$ cat src/rtl/serial_to_parallel.sv
//------------------------------------------------------------------------------
// serial_to_parallel
//
// Receive side of the LSB-first serial link. Serial bits qualified by
// bit_valid are collected into a WIDTH-bit word. A frame begins with a bit
// that has frame_start set. Each finished word goes into a one-entry
// holding register, which is drained by a valid/ready consumer.
//
// Optional feature (macro SERIAL_TO_PARALLEL_PARITY_EN):
//   After data bit WIDTH-1, one extra even-parity bit is received. The
//   result of the parity check is presented on parity_err, next to out_data.
//
// Ports:
//   clk          rising-edge clock
//   rst_n        synchronous active-low reset
//   serial_in    serial data bit, sampled only when bit_valid=1
//   bit_valid    qualifies serial_in for one clock
//   frame_start  with bit_valid, marks the current bit as bit 0 of a word
//   out_data     assembled word; bit 0 is the first bit received
//   out_valid    out_data holds an unconsumed word
//   out_ready    consumer accepts the word when out_valid=1
//   overflow     one-cycle pulse: a completed word was dropped (holding full)
//   frame_err    one-cycle pulse: partial word aborted by a new frame_start
//   parity_err   (parity build only) parity check result for out_data
//------------------------------------------------------------------------------
module serial_to_parallel #(
   parameter int WIDTH = 8
) (
   input  logic             clk,
   input  logic             rst_n,
   input  logic             serial_in,
   input  logic             bit_valid,
   input  logic             frame_start,
   output logic [WIDTH-1:0] out_data,
   output logic             out_valid,
   input  logic             out_ready,
   output logic             overflow,
   output logic             frame_err
`ifdef SERIAL_TO_PARALLEL_PARITY_EN
   ,
   output logic             parity_err
`endif
);

   localparam int             CW   = $clog2(WIDTH);
   localparam logic [CW-1:0]  LAST = CW'(WIDTH - 1);

   typedef enum logic [1:0] {
      S_IDLE   = 2'd0,
      S_SHIFT  = 2'd1,
      S_PARITY = 2'd2
   } state_t;

   state_t           r_state;
   state_t           w_next;
   logic [CW-1:0]    r_count;
   logic [WIDTH-1:0] r_shift;

   // Control strobes from the FSM
   logic             w_start;     // the current bit becomes bit 0 of a new word
   logic             w_capture;   // the current bit goes into position r_count
   logic             w_abort;     // a partial word is discarded by frame_start
   logic             w_complete;  // a full word is ready this cycle
   logic [WIDTH-1:0] w_word;      // the completed word, including this cycle's bit
   logic             w_load;      // the holding register accepts w_word
`ifdef SERIAL_TO_PARALLEL_PARITY_EN
   logic             w_perr;
`endif

   //---------------------------------------------------------------------------
   // State register
   //---------------------------------------------------------------------------
   always_ff @(posedge clk) begin
      if (!rst_n) r_state <= S_IDLE;
      else        r_state <= w_next;
   end

   //---------------------------------------------------------------------------
   // Next-state and control decode
   //---------------------------------------------------------------------------
   always_comb begin
      w_next     = r_state;
      w_start    = 1'b0;
      w_capture  = 1'b0;
      w_abort    = 1'b0;
      w_complete = 1'b0;
      w_word     = r_shift;
`ifdef SERIAL_TO_PARALLEL_PARITY_EN
      w_perr     = 1'b0;
`endif
      case (r_state)
         S_IDLE: begin
            // Bits without frame_start are ignored between frames.
            if (bit_valid && frame_start) begin
               w_start = 1'b1;
               w_next  = S_SHIFT;
            end
         end
         S_SHIFT: begin
            if (bit_valid) begin
               if (frame_start) begin
                  w_abort = 1'b1;
                  w_start = 1'b1;
               end else begin
                  w_capture = 1'b1;
                  if (r_count == LAST) begin
`ifdef SERIAL_TO_PARALLEL_PARITY_EN
                     w_next = S_PARITY;
`else
                     // The last bit bypasses r_shift, so the word is
                     // visible one cycle after its final bit.
                     w_complete         = 1'b1;
                     w_word[WIDTH-1]    = serial_in;
                     w_next             = S_IDLE;
`endif
                  end
               end
            end
         end
`ifdef SERIAL_TO_PARALLEL_PARITY_EN
         S_PARITY: begin
            if (bit_valid) begin
               if (frame_start) begin
                  w_abort = 1'b1;
                  w_start = 1'b1;
                  w_next  = S_SHIFT;
               end else begin
                  // Even parity: data bits XOR parity bit must be zero.
                  w_complete = 1'b1;
                  w_perr     = (^r_shift) ^ serial_in;
                  w_next     = S_IDLE;
               end
            end
         end
`endif
         default: w_next = S_IDLE;
      endcase
   end

   // A pop in the same cycle frees the slot for the incoming word.
   assign w_load = w_complete && (!out_valid || out_ready);

   //---------------------------------------------------------------------------
   // Bit assembly. Bits are written in place by index. Positions that have
   // not yet been written in this frame keep stale values, which is harmless
   // because every position is rewritten before the word completes.
   //---------------------------------------------------------------------------
   always_ff @(posedge clk) begin
      if (!rst_n) begin
         r_shift <= '0;
         r_count <= '0;
      end else if (w_start) begin
         r_shift[0] <= serial_in;
         r_count    <= CW'(1);
      end else if (w_capture) begin
         r_shift[r_count] <= serial_in;
         r_count          <= (r_count == LAST) ? '0 : r_count + CW'(1);
      end
   end

   //---------------------------------------------------------------------------
   // Holding register and status pulses
   //---------------------------------------------------------------------------
   always_ff @(posedge clk) begin
      if (!rst_n) begin
         out_data   <= '0;
         out_valid  <= 1'b0;
         overflow   <= 1'b0;
         frame_err  <= 1'b0;
`ifdef SERIAL_TO_PARALLEL_PARITY_EN
         parity_err <= 1'b0;
`endif
      end else begin
         overflow  <= w_complete && !w_load;
         frame_err <= w_abort;
         if (w_load) begin
            out_data   <= w_word;
            out_valid  <= 1'b1;
`ifdef SERIAL_TO_PARALLEL_PARITY_EN
            parity_err <= w_perr;
`endif
         end else if (out_valid && out_ready) begin
            out_valid <= 1'b0;
         end
      end
   end

endmodule

$ cat config.mk
export PLATFORM = sky130hd
export DESIGN_NAME = serial_to_parallel
export DESIGN_NICKNAME = d
export VERILOG_FILES = /design/src/rtl/serial_to_parallel.sv
export SDC_FILE = /design/constraint.sdc
export NUM_CORES = 1
export LEC_CHECK = 0
export CORE_MARGIN = 8
export CORE_UTILIZATION = 54
export DETAILED_ROUTE_END_ITERATION = 10
export PLACE_DENSITY = 0.91
export RECOVER_POWER = 100
export SETUP_SLACK_MARGIN = 0.3
export SLEW_MARGIN = 20
export SYNTH_ARGS = -nofsm -noshare
export SYNTH_HDL_FRONTEND = slang
export SYNTH_SLANG_ARGS = --single-unit
export TNS_END_PERCENT = 10
$ cat constraint.sdc
create_clock -name clk -period 3.75 [get_ports clk]
set_input_delay 0.75 -clock clk [delete_from_list [all_inputs] [get_ports clk]]
set_output_delay 0.75 -clock clk [all_outputs]
set_load 0.02 [all_outputs]
==> impl_metrics.csv, run 1 <==
group,metric,value,unit
routing,routedWlPerCell,14.09,microns
floorplan,num_rows,15,
sta,period_needed,2.578,ns
synthesis,async_reset_ff_share,0,%
floorplan,die_w,59.24,microns
worst_setup_path,crit_required,3.98,ns
power_and_ir_drop,vdd_ir_drop_max,0.2341,mV
worst_setup_path,timing.rr.start,"r_count[1]",
power_and_ir_drop,power.share.switching,21.57,%
cts,cts_setup_buffers,0,
worst_setup_path,cp-start-kind,"input port",
worst_hold_path,holdCritPathClass,"flop to flop",
worst_setup_path,slowest_delay,0.78,ns
power_and_ir_drop,p_int,307.5,uW
floorplan,die_area,3509,sq um
sta,skew,0.001596,ns
sta,max_slew.worst_pin.slew,0.9218,ns
power_and_ir_drop,powerDensity,335.8,nW/um^2
sta,finalSetupTns,0,ns
cts,root_buffer,"clkbuf_4",
sta,rsz0062_at_grt,"false",
synthesis,synth.avg_cell_area,10.20,sq um
global_route,overflow,0,
routing,via_count,727,
power_and_ir_drop,p_leak,0.4666,nW
global_route,grt_pass1_vias,680,
cts,clkLatencyLatePin,0.30,ns
cts,cts_buffers,3,
synthesis,ys_ff_latch,22,
worst_setup_path,cp_cell_sequence,"dlygate4sd3_1 > nand4b_1 > nor2_1 > mux2i_1",
power_and_ir_drop,p_total,392.0,uW
routing,ant_nets,0,
synthesis,syn_inst,99,
cts,cts_buffer_depth,2,
routing,drtIter0Drc,16,
sta,hold_viol_final,0,
power_and_ir_drop,power.clock.fraction,32.1,%
worst_setup_path,path_class,"input port to flop",
worst_setup_path,cp_top_family,"simple AND/OR/NAND/NOR gates",
layout,stdcell_count,137,
floorplan,initial_utilization,57.85,%
worst_hold_path,min-delay-start,"out_data[5]",
sta,whs,0.4587,ns
cts,cts.sink_count,22,
synthesis,synth_flop_cell,"dfxtp_1",
worst_setup_path,rr_endpoint,"out_data[6]",
power_and_ir_drop,power_frac_comb,6.3,%
global_route,grt_usage,11.33,%
cts,holdBufCountCts,0,
sta,setup_viol,0,
cts,cts_tree,"built",
layout,fin_nets,121,
cts,cts.clk_slew.worst_paths,0.11,ns
layout,fin_util,66.88,%
worst_setup_path,r2r_slack,1.50,ns
placed_design,globalplace.congestion,0.7065,
global_route,grt_pass1_wl,3015,microns
power_and_ir_drop,p_switching,84.57,uW
synthesis,syn_nets,107,
job,maxCapViolCount,0,
global_route,grt_max_degree,29,
placed_design,dp.cells,133,
worst_setup_path,crit_path_top_delay_cell,"dlygate4sd3_1",
routing,dr.pass1.iters,4,
placed_design,hpwl,1361,microns
worst_setup_path,ff2ff_path_depth,5,
synthesis,synth-edff-count,0,
synthesis,synth.distinct_cells,28,
floorplan,pin_count,17,
synthesis,syn-cell-area,1010,sq um
cts,cts_resized,0,
routing,drc,0,
sta,post-route-period-util,68.76,%
synthesis,synth_warnings,0,
floorplan,coreArea,1745,sq um
worst_setup_path,worstPathArrival,2.81,ns
sta,clock.fmax,387.8,MHz
layout,area_growth,15.61,%
layout,final_cell_mix,"22 x dfxtp_1, 21 x nand2_1, 14 x mux2i_1",
routing,vias_per_cell,5.307,
worst_setup_path,end_kind,"flop",
synthesis,ys_seq_area_share,43.62,%
layout,n_antenna_cell,0,
status,outcome,"complete, no violations",
worst_setup_path,cp_max_fo,12,
layout,final_common_cell,"dfxtp_1",
sta,relSlewSlack,38.32,%
floorplan,dieHeight,59.24,microns
worst_hold_path,min_to,"out_data[5]",
worst_setup_path,crit_buf_inv,1,
power_and_ir_drop,seqPwrFrac,61.6,%
cts,cts_max_level,1,
worst_hold_path,hold_depth,2,
routing,wirelength,1931,microns
placed_design,port_buffers,16,
sta,maxSlewViolCount,0,
global_route,antenna_found_initial,0,
layout,drive_above_1_share,8.036,%
-- worst reg2reg max path, delay by kind of cell, from the launching register on --
family	cells	cell delay [ns]
mux	1	0.29
fa+ha+maj	2	0.42
flops	1	0.54
simple gates	2	0.93
-- stage by stage --
step	setup slack, ns	cell area (sq um)
global placement	1.375	1162
CTS	1.631	1199
floorplan	2.152	1010
finish	1.172	1167
global route	1.037	1167
detailed placement	1.326	1162
-- layer usage --
metal | vias to the layer above | GRT usage (%) | share of wire, %
met2 | 19 | 18.18 | 46
met1 | 333 | 12.75 | 48
met5 | - | 0 | 0
met4 | 0 | 9.556 | 3.5
li1 | 369 | - | -
met3 | 6 | 1.735 | 2.5
-- sequential cells by signal, indices dropped and copies added (netlist names) --
name,cells
frame_err,1
out_data,8
out_valid,1
overflow,1
r_count,3
r_shift,7
r_state,1
-- power by group through the flow --
stage	registers, mW	logic, mW	clock network [mW]
CTS	0.242	0.0256	0.130
floorplan	0.246	0.0183	0
global route	0.242	0.0270	0.142
global placement	0.247	0.0244	0
finish	0.242	0.0245	0.126
detailed placement	0.247	0.0252	0
-- Yosys cell counts, types with 2 or more instances --
library cell,count,area (sq um)
ha_1,2,25.02
a22oi_1,3,22.52
nor2_1,2,7.510
mux2i_1,14,140.1
dfxtp_1,22,440.4
nor3b_2,2,25.02
buf_2,4,20.02
nor2b_1,4,25.02
nand3b_1,4,30.03
nand2_1,21,78.83
nand3_1,4,20.02
-- cell families (layout without fill, tap and decap cells) --
group	after synthesis	after routing	synth area share, %
AND/OR/NAND/NOR	47	47	30.86
flip-flops	22	22	43.62
multiplexers	15	15	14.99
buffers and inverters	7	20	3.841
AO/OA/AOI/OAI	6	6	4.213
adder cells (fa/ha/maj)	2	2	2.478
-- area by class of cell --
class                      instances  area, sq um
tap                               25        31.28
fill                             141        578.1
timing repair buffer              16        160.2
clock buffer                       4        36.28
sequential                        22        440.4
multi-input combinational         70        499.2
-- worst max-delay path by stage --
| stage | start | endpoint | slack, ns | depth (start not counted) |
|---|---|---|---|---|
| after floorplan | frame_start | r_shift[3] | 2.15 | 4 |
| after global placement | rst_n | out_data[7] | 1.37 | 3 |
| after global routing | bit_valid | out_data[6] | 1.04 | 4 |
| after CTS | rst_n | out_data[7] | 1.63 | 3 |
| after detailed placement | rst_n | r_shift[5] | 1.33 | 3 |
| final | bit_valid | out_data[6] | 1.17 | 4 |
Power figures use the tool's default switching activity.
==> run 2: changes to the inputs <==
--- a/config.mk
+++ b/config.mk
@@ -6,9 +6,9 @@
 export NUM_CORES = 1
 export LEC_CHECK = 0
 export CORE_MARGIN = 8
-export CORE_UTILIZATION = 54
+export CORE_UTILIZATION = 50
 export DETAILED_ROUTE_END_ITERATION = 10
-export PLACE_DENSITY = 0.91
+export PLACE_DENSITY = 0.86
 export RECOVER_POWER = 100
 export SETUP_SLACK_MARGIN = 0.3
 export SLEW_MARGIN = 20
==> constraint.sdc (replaced) <==
create_clock -name clk -period 2.6 [get_ports clk]
set_input_delay 0.52 -clock clk [delete_from_list [all_inputs] [get_ports clk]]
set_output_delay 0.52 -clock clk [all_outputs]
set_load 0.02 [all_outputs]
==> run 2 against run 1 <==
  * Clock skew grew 0.0096 ns
  * Flip-flop and latch count stayed put
  * Critical path depth unchanged
  * Via count up 2.3%
  * Count of clock-buffer cells in the layout down 1
  * Power grew 63%
  * Combinational power rose by 44%
  * Largest power group unchanged
  * Worst hold slack improved by 0.0045 ns
  * Sequential share of layout area is 0.87 points lower
  * Largest cell class unchanged
==> impl_metrics.csv, run 2 (synthesized netlist as in run 1, its figures left out) <==
group,metric,value,unit
placed_design,globalplace.congestion,0.7151,
sta,hold_viol_final,0,
routing,vias_per_cell,5.314,
global_route,grt_pass1_vias,771,
worst_setup_path,crit_buf_inv,1,
layout,area_growth,18.34,%
power_and_ir_drop,vdd_ir_drop_max,0.4876,mV
floorplan,die_area,3714,sq um
power_and_ir_drop,power_frac_comb,5.5,%
power_and_ir_drop,seqPwrFrac,54.4,%
cts,cts_max_level,1,
layout,drive_above_1_share,7.080,%
cts,clkLatencyLatePin,0.31,ns
power_and_ir_drop,power.share.switching,19.60,%
layout,n_antenna_cell,0,
sta,clock.fmax,523.8,MHz
placed_design,post_dp_cell_area,1172,sq um
worst_hold_path,min-delay-start,"out_data[0]",
sta,relSlewSlack,59.54,%
worst_setup_path,worstPathArrival,2.15,ns
cts,cts_buffer_depth,2,
sta,setup_viol,0,
layout,regMostFlops,"out_data",
global_route,grt_max_degree,20,
cts,cts_setup_buffers,0,
worst_setup_path,cp_cell_sequence,"dlygate4sd3_1 > nand4b_1 > nor2_8 > mux2i_1",
worst_hold_path,holdCritPathClass,"flop to flop",
placed_design,hpwl,1302,microns
floorplan,initial_utilization,52.00,%
layout,fin_nets,122,
layout,fin_util,61.53,%
routing,drtIter0Drc,24,
sta,period_needed,1.909,ns
layout,post-route-cell-area,1195,sq um
power_and_ir_drop,powerDensity,535.0,nW/um^2
floorplan,dieHeight,60.94,microns
routing,wirelength,1752,microns
worst_setup_path,slowest_delay,0.77,ns
worst_setup_path,crit_required,2.84,ns
power_and_ir_drop,p_int,514.0,uW
worst_setup_path,cp_top_family,"buffers and inverters",
power_and_ir_drop,p_switching,125.3,uW
layout,final_common_cell,"dfxtp_1",
cts,holdBufCountCts,0,
worst_setup_path,cp-start-kind,"input port",
routing,via_count,744,
routing,dr.pass1.iters,4,
floorplan,pin_count,17,
worst_hold_path,hold_depth,2,
worst_setup_path,rr_endpoint,"out_data[5]",
global_route,grt_usage,11.08,%
worst_setup_path,r2r_slack,0.80,ns
global_route,antenna_found_initial,0,
cts,cts.clk_slew.worst_paths,0.12,ns
floorplan,num_rows,16,
sta,skew,0.01118,ns
worst_setup_path,cp_max_fo,12,
routing,routedWlPerCell,12.51,microns
job,maxCapViolCount,0,
floorplan,coreArea,1942,sq um
sta,maxSlewViolCount,0,
placed_design,port_buffers,16,
worst_setup_path,timing.rr.start,"r_count[1]",
sta,finalSetupTns,0,ns
power_and_ir_drop,p_leak,0.4610,nW
sta,rsz0062_at_grt,"false",
routing,drc,0,
worst_setup_path,crit_path_top_delay_cell,"dlygate4sd3_1",
cts,cts_resized,0,
worst_hold_path,min_to,"out_data[0]",
layout,top_regs,"out_data x8, r_shift x7, r_count x3",
cts,cts.sink_count,22,
floorplan,die_w,60.94,microns
global_route,grt_pass1_wl,3111,microns
layout,num-fill-cells,167,
sta,post-route-period-util,73.43,%
cts,root_buffer,"clkbuf_4",
worst_setup_path,ff2ff_path_depth,5,
routing,ant_nets,0,
status,outcome,"complete, no violations",
power_and_ir_drop,power.clock.fraction,40.1,%
cts,cts_tree,"built",
global_route,overflow,0,
layout,final_cell_mix,"22 x dfxtp_1, 21 x nand2_1, 14 x mux2i_1",
worst_setup_path,path_class,"input port to flop",
cts,cts_buffers,3,
sta,max_slew.worst_pin.slew,0.6050,ns
worst_setup_path,end_kind,"flop",
layout,largest_reg_flops,8,
-- run 2: metal layers --
layer | global-route usage (%) | up-vias | share of wire [%]
met2 | 18.55 | 20 | 50
met3 | 2.966 | 2 | 4.5
met5 | 0 | - | 0
li1 | - | 373 | -
met1 | 12.20 | 349 | 45
met4 | 6.645 | 0 | 0.86
-- run 2: worst max-delay path by stage --
stage	to	from	cells past startpoint	slack, ns
3_5_place_dp	r_shift[3]	bit_valid	4	0.56
4_1_cts	out_data[2]	out_data[2]	1	0.79
2_1_floorplan	out_data[7]	r_count[0]	5	1.21
5_1_grt	r_shift[6]	rst_n	4	0.62
6_report	out_data[5]	bit_valid	4	0.69
3_3_place_gp	out_data[7]	bit_valid	4	0.63
-- run 2: final cells by class --
cell class	count	area [sq um]	share of cell area, %
tap	27	33.78	2.827
clock buffer	3	22.52	1.885
multi-input combinational	70	504.2	42.20
sequential	22	440.4	36.86
timing repair buffer	17	163.9	13.72
clock inverter	1	30.03	2.513
-- run 2: worst reg2reg max path, stage by stage (launching register included) --
cell and delay [ns]:
dfxtp_1 0.53, ha_1 0.22, ha_1 0.20, nand4b_1 0.28, nor2_8 0.30, mux2i_1 0.22
-- run 2: through the flow --
| step | setup WS (ns) | hold WS [ns] | total power [mW] | cells |
|---|---|---|---|---|
| 6_report | 0.6908 | 0.4633 | 0.6392 | 140 |
| 5_1_grt | 0.6234 | 0.4866 | 0.6683 | 140 |
| 4_1_cts | 0.7864 | 0.4700 | 0.6501 | 140 |
| 3_5_place_dp | 0.5639 | 0.4469 | 0.3949 | 136 |
| 3_3_place_gp | 0.6295 | 0.4440 | 0.3926 | 136 |
| 2_1_floorplan | 1.206 | 0.4428 | 0.3810 | 99 |
-- run 2: power groups by stage --
stage	Combinational (mW)	Sequential (mW)	Clock, mW
5_1_grt	0.0400	0.349	0.279
6_report	0.0352	0.348	0.256
3_5_place_dp	0.0383	0.357	0
2_1_floorplan	0.0264	0.355	0
4_1_cts	0.0382	0.349	0.263
3_3_place_gp	0.0366	0.356	0
==> run 3: changes to the inputs <==
--- a/config.mk
+++ b/config.mk
@@ -6,9 +6,9 @@
 export NUM_CORES = 1
 export LEC_CHECK = 0
 export CORE_MARGIN = 8
-export CORE_UTILIZATION = 50
+export CORE_UTILIZATION = 46
 export DETAILED_ROUTE_END_ITERATION = 10
-export PLACE_DENSITY = 0.86
+export PLACE_DENSITY = 0.83
 export RECOVER_POWER = 100
 export SETUP_SLACK_MARGIN = 0.3
 export SLEW_MARGIN = 20
==> constraint.sdc (replaced) <==
create_clock -name clk -period 1.7 [get_ports clk]
set_input_delay 0.34 -clock clk [delete_from_list [all_inputs] [get_ports clk]]
set_output_delay 0.34 -clock clk [all_outputs]
set_load 0.02 [all_outputs]
==> run 3 against run 2 <==
  * Register-to-register slack got worse by 0.65 ns
  * Final area is 2.9% higher
  * Worst hold slack better by 0.0044 ns
  * Flip-flop and latch count stayed put
  * Clock power rose by 13%
  * Final cell count up 6.4%
  * Routed wire length rose by 21%
  * Sequential power increased by 52%
  * Core utilization is 4.3 points lower
  * Power grew 39%
  * Largest power group unchanged
==> impl_metrics.csv, run 3 (synthesized netlist as in run 1, its figures left out) <==
group,metric,value,unit
global_route,grt_pass1_wl,3767,microns
sta,hold_viol_final,0,
placed_design,dp.cells,144,
floorplan,initial_utilization,47.00,%
routing,dr.pass1.iters,4,
cts,cts.sink_count,22,
floorplan,die_area,3950,sq um
placed_design,port_buffers,16,
layout,top_regs,"out_data x8, r_shift x7, r_count x3",
cts,cts_buffer_depth,2,
global_route,grt_pass1_vias,820,
floorplan,num_rows,17,
worst_setup_path,crit_path_top_delay_cell,"clkdlybuf4s50_1",
worst_setup_path,worstPathArrival,1.27,ns
global_route,grt_usage,11.63,%
sta,relSlewSlack,79.56,%
floorplan,coreArea,2148,sq um
sta,max_slew.worst_pin.slew,0.3061,ns
layout,num-fill-cells,192,
layout,fin_nets,130,
job,maxCapViolCount,0,
routing,vias_per_cell,5.248,
worst_hold_path,holdCritPathClass,"flop to flop",
cts,root_buffer,"clkbuf_4",
routing,drc,0,
layout,regMostFlops,"out_data",
worst_setup_path,crit_buf_inv,1,
routing,wirelength,2116,microns
power_and_ir_drop,vdd_ir_drop_max,0.3935,mV
floorplan,die_w,62.85,microns
routing,via_count,782,
cts,cts_tree,"built",
worst_setup_path,cp_max_fo,2,
layout,fin_util,57.25,%
layout,largest_reg_flops,8,
layout,area_growth,21.81,%
placed_design,post_dp_cell_area,1226,sq um
worst_setup_path,cp_cell_sequence,"clkdlybuf4s50_1",
power_and_ir_drop,powerDensity,721.5,nW/um^2
global_route,antenna_found_initial,0,
worst_setup_path,path_class,"flop to output pin",
sta,skew,0.003028,ns
sta,setup_viol,0,
cts,clkLatencyLatePin,0.31,ns
worst_setup_path,crit_required,1.36,ns
cts,cts_buffers,3,
worst_setup_path,slowest_delay,0.61,ns
cts,cts.clk_slew.worst_paths,0.12,ns
sta,rsz0062_at_grt,"true",
worst_setup_path,end_kind,"output pin",
global_route,grt_max_degree,16,
sta,period_needed,1.609,ns
sta,post-route-period-util,94.66,%
sta,whs,0.4677,ns
placed_design,globalplace.congestion,0.7612,
worst_setup_path,cp-start-kind,"flop",
cts,cts_max_level,1,
layout,stdcell_count,149,
status,outcome,"complete, no violations",
floorplan,pin_count,17,
sta,clock.fmax,621.4,MHz
power_and_ir_drop,p_leak,0.4618,nW
worst_setup_path,cp_top_family,"buffers and inverters",
routing,routedWlPerCell,14.20,microns
sta,maxSlewViolCount,0,
routing,ant_nets,0,
layout,drive_above_1_share,12.40,%
placed_design,hpwl,1458,microns
layout,final_cell_mix,"22 x dfxtp_1, 21 x nand2_1, 14 x mux2i_1",
floorplan,dieHeight,62.85,microns
layout,final_common_cell,"dfxtp_1",
routing,drtIter0Drc,20,
global_route,overflow,0,
layout,n_antenna_cell,0,
layout,post-route-cell-area,1230,sq um
[run 3: area by class of cell]
type	count	area [sq um]	share of cell area, %
Multi-Input combinational cell	70	513.0	41.71
Sequential cell	22	440.4	35.81
Clock buffer	4	36.28	2.950
Timing Repair Buffer	25	205.2	16.68
Tap cell	28	35.03	2.848
[run 3: power by group]
group / switching [mW] / internal [mW]
Sequential: 0.00766 / 0.522
Combinational: 0.0362 / 0.0331
Clock: 0.157 / 0.131
Total: 0.201 / 0.686
[run 3: worst paths after layout]
kind	startpoint	endpoint	slack [ns]	depth (start not counted)
setup / recovery	out_data[1]	out_data[1]	0.09	1
hold / removal	out_data[4]	out_data[4]	0.47	2
setup reg to reg	r_count[0]	out_data[3]	0.15	5
hold reg to reg	out_data[4]	out_data[4]	0.47	2
[run 3: layer usage]
layer | GRT usage [%] | share of wire, %
met2 | 18.50 | 47
met5 | 0 | 0
met1 | 13.08 | 43
met3 | 3.047 | 6.6
met4 | 8.547 | 3.5
[run 3: repair_timing]
item                                    CTS  global route
gates resized for setup                   7             2
hold buffers                              0             0
setup buffers                             1             0
pin swaps                                 1             0
endpoints found under the setup margin   22            22
[run 3: stage by stage]
stage / TNS [ns] / setup WS, ns / total power, mW
2_1_floorplan: 0 / 0.3064 / 0.5826
3_3_place_gp: -0.04156 / -0.03154 / 0.6085
3_5_place_dp: -0.5191 / -0.08409 / 0.6116
4_1_cts: 0 / 0.06520 / 0.9002
5_1_grt: 0 / 0.03987 / 0.9319
6_report: 0 / 0.09076 / 0.8874
